File: config.mk
export PLATFORM = sky130hd
export DESIGN_NAME = intr_ctrl
export DESIGN_NICKNAME = d
export VERILOG_FILES = /design/src/rtl/intr_ctrl.sv
export SDC_FILE = /design/constraint.sdc
export NUM_CORES = 1
export LEC_CHECK = 0
export CORE_UTILIZATION = 55
export DETAILED_ROUTE_END_ITERATION = 8
export PLACE_DENSITY = 0.79
export SLEW_MARGIN = 10
export SYNTH_ARGS = -nofsm -noshare
export SYNTH_HDL_FRONTEND = slang
export SYNTH_SLANG_ARGS = --single-unit
File: constraint.sdc
create_clock -name clk -period 9.7 [get_ports clk]
set_input_delay 1.94 -clock clk [delete_from_list [all_inputs] [get_ports clk]]
set_output_delay 1.94 -clock clk [all_outputs]
set_load 0.02 [all_outputs]
File: src/rtl/intr_ctrl.sv
// Interrupt controller: NUM_SRC level/edge external sources, prescaled machine timer, software bit.
// Optional macro INTR_CTRL_SYNC_EN adds a 2-flop synchroniser on src_i.
module intr_ctrl #(
  parameter int NUM_SRC    = 8,
  parameter int TIMER_W    = 32,
  parameter int PRESCALE_W = 8
) (
  input  logic               clk,
  input  logic               reset,
  input  logic [NUM_SRC-1:0] src_i,
  input  logic               cfg_valid,
  output logic               cfg_ready,
  input  logic               cfg_write,
  input  logic [2:0]         cfg_addr,
  input  logic [31:0]        cfg_wdata,
  output logic               cfg_rvalid,
  output logic [31:0]        cfg_rdata,
  output logic               timerInterrupt,
  output logic               externalInterrupt,
  output logic               softwareInterrupt
);

  logic [NUM_SRC-1:0]    srcIn, srcQ, edgePend, enable, mode;
  logic [NUM_SRC-1:0]    pend, active, edgeClr, claimMask;
  logic [TIMER_W-1:0]    mtime, mtimecmp;
  logic [PRESCALE_W-1:0] prescale, presCnt;
  logic                  msip, accept, wrEn, rdEn, timerTick;
  logic [31:0]           claimId, readValue;

`ifdef INTR_CTRL_SYNC_EN
  logic [NUM_SRC-1:0] syncA, syncB;

  always_ff @(posedge clk or posedge reset) begin
    if (reset) begin
      syncA <= '0;
      syncB <= '0;
    end else begin
      syncA <= src_i;
      syncB <= syncA;
    end
  end

  assign srcIn = syncB;
`else
  assign srcIn = src_i;
`endif

  assign pend      = (mode & edgePend) | (~mode & srcQ);
  assign active    = pend & enable;
  assign accept    = cfg_valid && cfg_ready;
  assign wrEn      = accept && cfg_write;
  assign rdEn      = accept && !cfg_write;
  assign timerTick = (presCnt == prescale);

  // Descending scan so the lowest-index active source is the one left standing.
  always_comb begin
    claimId   = '0;
    claimMask = '0;
    for (int i = NUM_SRC - 1; i >= 0; i--) begin
      if (active[i]) begin
        claimId      = 32'(i + 1);
        claimMask    = '0;
        claimMask[i] = 1'b1;
      end
    end
  end

  // Edge-pending clears: W1C, claim of an edge source, or a source leaving edge mode.
  always_comb begin
    edgeClr = '0;
    if (wrEn && cfg_addr == 3'd1) edgeClr = mode & ~cfg_wdata[NUM_SRC-1:0];
    if (wrEn && cfg_addr == 3'd2) edgeClr = cfg_wdata[NUM_SRC-1:0];
    if (rdEn && cfg_addr == 3'd3) edgeClr = claimMask & mode;
  end

  always_comb begin
    readValue = '0;
    case (cfg_addr)
      3'd0: readValue = 32'(enable);
      3'd1: readValue = 32'(mode);
      3'd2: readValue = 32'(pend);
      3'd3: readValue = claimId;
      3'd4: readValue = 32'(mtime);
      3'd5: readValue = 32'(mtimecmp);
      3'd6: readValue = {31'b0, msip};
      3'd7: readValue = 32'(prescale);
      default: readValue = '0;
    endcase
  end

  always_ff @(posedge clk or posedge reset) begin
    if (reset) begin
      srcQ     <= '0;
      edgePend <= '0;
      enable   <= '0;
      mode     <= '0;
      msip     <= 1'b0;
    end else begin
      srcQ     <= srcIn;
      edgePend <= (edgePend & ~edgeClr) | (srcIn & ~srcQ);
      if (wrEn && cfg_addr == 3'd0) enable <= cfg_wdata[NUM_SRC-1:0];
      if (wrEn && cfg_addr == 3'd1) mode   <= cfg_wdata[NUM_SRC-1:0];
      if (wrEn && cfg_addr == 3'd6) msip   <= cfg_wdata[0];
    end
  end

  // A register write to MTIME overrides the same-cycle increment.
  always_ff @(posedge clk or posedge reset) begin
    if (reset) begin
      mtime    <= '0;
      mtimecmp <= '1;
      prescale <= '0;
      presCnt  <= '0;
    end else begin
      if (wrEn && cfg_addr == 3'd7) begin
        prescale <= cfg_wdata[PRESCALE_W-1:0];
        presCnt  <= '0;
      end else if (timerTick) begin
        presCnt <= '0;
      end else begin
        presCnt <= presCnt + 1'b1;
      end
      if (wrEn && cfg_addr == 3'd4) mtime <= cfg_wdata[TIMER_W-1:0];
      else if (timerTick)           mtime <= mtime + 1'b1;
      if (wrEn && cfg_addr == 3'd5) mtimecmp <= cfg_wdata[TIMER_W-1:0];
    end
  end

  always_ff @(posedge clk or posedge reset) begin
    if (reset) begin
      cfg_ready         <= 1'b1;
      cfg_rvalid        <= 1'b0;
      cfg_rdata         <= '0;
      timerInterrupt    <= 1'b0;
      externalInterrupt <= 1'b0;
      softwareInterrupt <= 1'b0;
    end else begin
      cfg_ready         <= !accept;
      cfg_rvalid        <= rdEn;
      if (rdEn) cfg_rdata <= readValue;
      timerInterrupt    <= (mtime >= mtimecmp);
      externalInterrupt <= |active;
      softwareInterrupt <= msip;
    end
  end

endmodule

==> out/qor.yml, run 1 <==
maxClockFrequency_mhz: 219
number_of_flops_mapped_to_enable_cells_by_yosys: 0
detail_route.iter0.violations: 512
share_of_async_settable_or_async_resettable_flops_after_synthesis: 1.00
initial_utilization: 0.567
hpwl_mm: 12.9
p_int_uw: 1460
cpPeakStageDelay_ps: 890
cp.required_ps: 9950
power.leakage_uw: 0.00403
ctsLongestPathBuffers: 2
commonest_cells_after_routing_fill_and_taps_aside: "dfrtp_1 (117), nor2_1 (114), nand2_1 (107)"
final_antenna_net_count: 0
die_width_um: 122
syn_inst: 849
yosysSeqAreaShare: 0.478
wl_per_cell_um: 17.1
cts_post_setup_buffers_inserted: 0
final.setup.tns_ps: 0
number_of_global_route_vias_before_repair: 6188
syn2layout_area_growth_pct: 19.3
grt_pass1_wl_mm: 31.4
fin_nets: 1000
num-fill-cells: 1101
ys_dominant_reg_cell: "dfrtp_1"
finalHoldWorstSlack_ps: 455
grt_start_max_net_pins: 79
timing.critical_path.cells: "clkdlybuf4s50_1 -> inv_1 -> nor3_2 -> buf_4 -> nand2_2 -> nor2_1 -> a21oi_1"
routed_vias_inst: 5.82
end_kind: "register"
rr_startpoint: "prescale[7]"
layout_min_cycle_time_ps: 4570
critical_path.startpoint_type: "input pin"
p_switching_uw: 728
min-delay-path-class: "register to register"
number_of_input_and_output_port_buffers_inserted: 83
diodes: 0
globalRouteOverflowTotal: 0
max_clock_skew_ps: 10.2
criticalPathCategory: "input pin to register"
worst_ir_drop_vdd_mv: 0.159
row_count: 43
worst_path_max_delay_cell: "clkdlybuf4s50_1"
power.density_cell_area_nw_per_um2: 231
crit_family: "buffers and inverters"
cts.repair.resized: 0
rsz_0062_raised_after_global_routing: "false"
synth.lib_cells_used.distinct: 51
power_share_of_the_combinational_group: 0.274
route.detailed.drc: 0
report.final.slew_viol_count: 0
gp_congestion: 0.954
yosys_register_bits: 150
synth_top_cells_by_area: "dfrtp_1 (37%), dfstp_2 (11%), nor2_1 (5.4%)"
p_clk_frac: 0.289
seq_area_sq_um: 3790
layout_commonest_cell: "dfrtp_1"
critPathMaxFanout: 64
netlist.top_cell.by_area: "dfrtp_1"
drt-pass1-iter-count: 5
holdCritStartpoint: "srcQ[1]"
seqPwrFrac: 0.437
setup_violation_total_in_the_final_timing_report: 0
final_min_period_over_clock_period: 0.471
crit_start: "cfg_addr[2]"
grt_antenna_before_repair: 0
ys_warn_count: 0
cts.sink_count: 150
synth_fp_nets: 930
post-synth-top-area-fraction: 0.369
drv.max_cap_violation_count: 0
report.final.hold_viol_count: 0
synthesis.area_sq_um: 7940
layout-drive-gt1-share: 0.117
insertion_delay_ps: 420
buffer_cell_driving_the_clock_tree_root: "clkbuf_16"
die_h_um: 122
pin_count: 84
cts.reportedPaths.clkPinSlew_ps: 60
slew_at_the_pin_closest_to_its_max_slew_limit_ps: 1230
timing.max_slew.rel_slack: 0.170
groute.usage.overall: 0.274
cts_hold_buf: 0
post_synth.cell_area_avg_sq_um: 9.35
routed_via_count: 6470
worstPathBufferInverterCount: 3
tritoncts.num_buffers: 17
core_region_area_sq_um: 14000
critPathArrivalTime_ps: 4820
status: "finished clean"
cts_tree: "yes"
multi_input_gate_area_in_the_final_layout_sq_um: 3810
htreeDepth: 4
routed_wirelength_mm: 19.0
swShare: 0.333
die_area_sq_um: 14900
path summary, 6_finish.rpt:
kind | slack (ps) | to | cells after the start
max | 5130 | mtime[24] | 7
min | 450 | edgePend[1] | 1
max reg2reg | 7140 | mtime[9] | 6
min reg2reg | 450 | edgePend[1] | 1
max in group asynchronous | 6250 | mtime[16] | 3
min in group asynchronous | 2000 | cfg_rdata[5] | 2
cell type report:
cell class	instances	share of cell area
clock buffers	22	0.0501
flip-flops and latches	150	0.401
repair buffers	88	0.0917
inverters	51	0.0208
well taps	180	0.0238
clock inverters	10	0.0103
multi-input cells	611	0.402
flip-flops by register name (all words and copies together) (netlist names), 8 cells and up:
register   flops
mtimecmp      32
cfg_rdata     32
edgePend       8
presCnt        8
mtime         32
enable         8
prescale       8
srcQ           8
mode           8
power by group through the flow:
stage | logic (uW) | clock network [uW] | registers, uW
2_1_floorplan | 377 | 0 | 955
5_1_grt | 675 | 670 | 976
3_3_place_gp | 572 | 0 | 956
3_5_place_dp | 590 | 0 | 960
6_report | 599 | 633 | 955
4_1_cts | 598 | 637 | 952
metal layers:
layer,GRT usage,routed length [um],vias to the layer above
li1,-,-,3107
met1,0.386,8750,3124
met2,0.423,8810,214
met3,0.0655,1150,25
met4,0.0755,264,0
met5,0,0,-
cell families (layout without fill, tap and decap cells):
kind of cell | after synthesis | after routing | synth area share
AO/OA/AOI/OAI | 185 | 185 | 0.150
adder cells (fa/ha/maj) | 34 | 34 | 0.0536
AND/OR/NAND/NOR | 319 | 319 | 0.187
flip-flops | 150 | 150 | 0.478
multiplexers | 28 | 28 | 0.0383
XOR/XNOR | 45 | 45 | 0.0497
buffers and inverters | 88 | 171 | 0.0430
metrics by stage:
step / setup WS (ps) / std cells / util / power, uW / cell area, sq um
6_report: 5130 / 1112 / 0.677 / 2190 / 9470
5_1_grt: 4920 / 1112 / 0.677 / 2320 / 9470
4_1_cts: 5240 / 1112 / 0.677 / 2190 / 9470
3_5_place_dp: 4820 / 1080 / 0.636 / 1550 / 8890
3_3_place_gp: 4940 / 1080 / 0.636 / 1530 / 8890
2_1_floorplan: 3780 / 849 / - / 1330 / 7940
synthesized netlist by cell type, types with 4 or more instances:
master and count:
a21o_1 18, a21oi_1 47, a221oi_1 28, a32o_1 4, and2_1 5, and3_1 10, and4_1 4, clkbuf_1 35
dfrtp_1 117, dfstp_2 33, ha_1 34, inv_1 50, mux2_2 19, mux2i_1 9, nand2_1 108, nand2b_1 4
nand3_1 26, nand4_1 14, nor2_1 115, nor2b_1 7, nor3_1 4, nor3_2 10, nor3b_2 4, o21ai_0 60
xnor2_1 31, xor2_1 14
No activity file was read; power rests on OpenSTA's default activity.
==> inputs of run 2 (changes only) <==
CORE_UTILIZATION = 52   (was 55)
PLACE_DENSITY = 0.78   (was 0.79)
clock period = 4.12 ns   (was 9.7 ns; I/O delays follow)
==> out/qor.yml, run 2 (synthesis results as in run 1) <==
status: "finished with violations"
violated_checks: "design-rule violations"
end_kind: "register"
cts_post_setup_buffers_inserted: 0
timing.max_slew.rel_slack: 0.176
gp_congestion: 0.947
timing.reg2reg.setup_slack_ps: 1560
die_width_um: 126
route.detailed.drc: 9
drv.max_cap_violation_count: 0
hold-path-cell-count: 0
syn2layout_area_growth_pct: 21.6
timing.critical_path.to: "edgePend[5]"
ctsLongestPathBuffers: 2
criticalPathCategory: "input pin to register"
final-instance-count-excl-fill: 1125
cp.required_ps: 4420
pin_count: 84
grt_pass1_wl_mm: 33.5
critPathMaxFanout: 23
layout_commonest_cell: "dfrtp_1"
slew_at_the_pin_closest_to_its_max_slew_limit_ps: 1220
setup_violation_total_in_the_final_timing_report: 0
die_area_sq_um: 15800
cts.reportedPaths.clkPinSlew_ps: 60
number_of_input_and_output_port_buffers_inserted: 83
timing.critical_path.cells: "clkdlybuf4s50_1 -> nor2b_1 -> and3_1 -> nand2_1 -> o211ai_1 -> a31o_2 -> o21ai_0"
buffer_cell_driving_the_clock_tree_root: "clkbuf_16"
cpPeakStageDelay_ps: 830
hpwl_mm: 13.7
fin_nets: 1009
die_h_um: 126
cts.repair.resized: 0
commonest_cells_after_routing_fill_and_taps_aside: "dfrtp_1 (117), nor2_1 (114), nand2_1 (107)"
place.detailed.instances: 1093
tritoncts.num_buffers: 17
final_antenna_net_count: 0
globalRouteOverflowTotal: 0
worstRegToRegCells: 6
worst_path_max_delay_cell: "clkdlybuf4s50_1"
rr_startpoint: "mtime[2]"
final.setup.tns_ps: 0
routed_vias_inst: 5.93
initial_utilization: 0.540
placement.setup.worst_slack_ps: 775
worst_ir_drop_vdd_mv: 0.375
worst_r2r_endpoint: "mtime[9]"
cts.sink_count: 150
detail_route.iter0.violations: 652
num-fill-cells: 1133
drt-pass1-iter-count: 7
core_region_area_sq_um: 14700
max_clock_skew_ps: 7.84
cts_hold_buf: 0
final_critical_path_setup_slack_ps: 1130
diodes: 0
crit_start: "cfg_addr[0]"
grt_start_max_net_pins: 64
cts_tree: "yes"
insertion_delay_ps: 420
row_count: 44
multi_input_gate_area_in_the_final_layout_sq_um: 3810
seq_area_sq_um: 3790
final_min_period_over_clock_period: 0.725
layout_min_cycle_time_ps: 2990
min-delay-path-class: "register to register"
power.leakage_uw: 0.00412
report.final.slew_viol_count: 0
htreeDepth: 4
routed_via_count: 6673
wl_per_cell_um: 17.7
layout-drive-gt1-share: 0.128
reg_top3: "cfg_rdata x32, mtime x32, mtimecmp x32"
final_core_utilization: 0.656
critPathArrivalTime_ps: 3290
critical_path.startpoint_type: "input pin"
groute.usage.overall: 0.270
number_of_global_route_vias_before_repair: 6608
rsz_0062_raised_after_global_routing: "false"
grt_antenna_before_repair: 0
routed_wirelength_mm: 19.9
maxClockFrequency_mhz: 335
power.density_cell_area_nw_per_um2: 557
report.final.hold_viol_count: 0
-- run 2: worst min path at each step --
stage	startpoint	to
6_report	msip	softwareInterrupt
4_1_cts	msip	softwareInterrupt
2_1_floorplan	msip	softwareInterrupt
3_5_place_dp	msip	softwareInterrupt
3_3_place_gp	msip	softwareInterrupt
5_1_grt	msip	softwareInterrupt
-- run 2: cell type report --
type                       instances  area share
multi-input combinational        611       0.395
sequential                       150       0.393
timing repair buffer              97       0.101
clock buffer                      19      0.0469
tap                              184      0.0239
inverter                          51      0.0202
clock inverter                    13      0.0200
-- run 2: per-layer routing --
metal  share of wire  vias up  GRT usage
li1                -     3118          -
met1            0.45     3263      0.383
met2            0.46      255      0.412
met3           0.061       37     0.0531
met4           0.022        0     0.0990
met5               0        -          0
-- run 2: where the power goes --
part	switching, uW	leakage, uW	internal, uW
Sequential	382	0.00173	1880
Combinational	748	0.00208	687
Clock	626	0.000311	1050
-- run 2: per-stage QoR --
stage / cell area (sq um) / power, uW / hold WS [ps]
after floorplan: 7940 / 3140 / 364
after detailed placement: 9000 / 3670 / 434
after global placement: 9000 / 3610 / 435
after CTS: 9650 / 5380 / 445
after global routing: 9650 / 5690 / 461
final: 9650 / 5370 / 455
-- run 2: worst max-delay path: cells and delay by family --
kind | cells | cell delay (ps)
AO/OA/AOI/OAI | 3 | 300
AND/OR/NAND/NOR | 3 | 1320
buffers and inverters | 1 | 830
==> inputs of run 3 (changes only) <==
clock period = 2.7 ns   (was 4.12 ns; I/O delays follow)
==> out/qor.yml, run 3 (synthesis results as in run 1) <==
tritoncts.num_buffers: 17
end_kind: "register"
setup_violation_total_in_the_final_timing_report: 0
insertion_delay_ps: 430
commonest_cells_after_routing_fill_and_taps_aside: "dfrtp_1 (117), nor2_1 (114), nand2_1 (107)"
maxClockFrequency_mhz: 434
criticalPathCategory: "register to register"
globalRouteOverflowTotal: 0
final_antenna_net_count: 0
max_clock_skew_ps: 8.37
row_count: 44
power.leakage_uw: 0.00420
timing.max_slew.rel_slack: 0.586
cts_hold_buf: 0
num-fill-cells: 1148
finalHoldWorstSlack_ps: 433
grt_start_max_net_pins: 92
route.detailed.drc: 9
routed_vias_inst: 5.82
cts_tree: "yes"
slew_at_the_pin_closest_to_its_max_slew_limit_ps: 620
min-delay-path-class: "register to register"
power.density_cell_area_nw_per_um2: 839
final_critical_path_setup_slack_ps: 394
drv.max_cap_violation_count: 0
cts.repair.resized: 0
worst_ir_drop_vdd_mv: 0.510
die_h_um: 126
layout_min_cycle_time_ps: 2310
cts_post_setup_buffers_inserted: 0
wl_per_cell_um: 17.3
initial_utilization: 0.540
drt-pass1-iter-count: 9
critPathMaxFanout: 8
placement.setup.worst_slack_ps: 108
core_region_area_sq_um: 14700
gp_congestion: 0.898
placed_area_sq_um: 9150
status: "finished with violations"
grt_pass1_wl_mm: 32.5
violated_checks: "design-rule violations"
cts.sink_count: 150
syn2layout_area_growth_pct: 23.2
groute.usage.overall: 0.263
grt_antenna_before_repair: 0
routed_wirelength_mm: 19.7
buffer_cell_driving_the_clock_tree_root: "clkbuf_16"
final.setup.tns_ps: 0
fin_area_sq_um: 9780
final_min_period_over_clock_period: 0.854
die_area_sq_um: 15800
ctsLongestPathBuffers: 2
reg_top3: "cfg_rdata x32, mtime x32, mtimecmp x32"
cp.required_ps: 3000
fin_nets: 1023
cts.reportedPaths.clkPinSlew_ps: 60
die_width_um: 126
routed_via_count: 6625
rsz_0062_raised_after_global_routing: "false"
final-instance-count-excl-fill: 1139
number_of_input_and_output_port_buffers_inserted: 83
critPathArrivalTime_ps: 2610
hpwl_mm: 13.7
place.detailed.instances: 1107
htreeDepth: 4
report.final.hold_viol_count: 0
pin_count: 84
critical_path.startpoint_type: "register"
number_of_global_route_vias_before_repair: 6285
detail_route.iter0.violations: 641
layout_commonest_cell: "dfrtp_1"
layout-drive-gt1-share: 0.139
diodes: 0
report.final.slew_viol_count: 0
[run 3: path summary, 6_finish.rpt]
path,from,to,slack [ps],depth (start not counted)
worst max-delay path,presCnt[0],mtime[27],390,6
worst min-delay path,msip,softwareInterrupt,430,0
worst max register to register,presCnt[0],mtime[27],390,6
worst min register to register,msip,softwareInterrupt,430,0
max in group asynchronous,reset,mtimecmp[26],1660,3
min in group asynchronous,reset,edgePend[4],580,3
[run 3: final cells by class]
class	instances	area, sq um	share of cell area
Multi-Input combinational cell	611	3810	0.390
Sequential cell	150	3790	0.388
Timing Repair Buffer	111	1120	0.114
Clock buffer	20	457	0.0467
Tap cell	184	230	0.0235
Inverter	51	195	0.0200
Clock inverter	12	176	0.0180
[run 3: critical path: stages (launching register included)]
cell     delay [ps]
dfrtp_1         430
xnor2_1         220
nand4_1         210
or4_1           800
nor3b_2         280
xnor2_1         150
a21oi_1          80
[run 3: stage by stage]
step	util	total power, uW
2_1_floorplan	-	4780
3_3_place_gp	0.622	5560
3_5_place_dp	0.622	5640
4_1_cts	0.665	8200
5_1_grt	0.665	8650
6_report	0.665	8200
[run 3: power breakdown]
group          leakage, uW  total [uW]  switching, uW  internal (uW)
Sequential         0.00173        3400            541           2860
Combinational      0.00216        2250           1170           1080
Clock             0.000306        2550            952           1590
[run 3: metal layers]
layer,wire [um],track usage
met1,9230,0.380
met2,8810,0.393
met3,1150,0.0505
met4,474,0.0997
met5,0,0
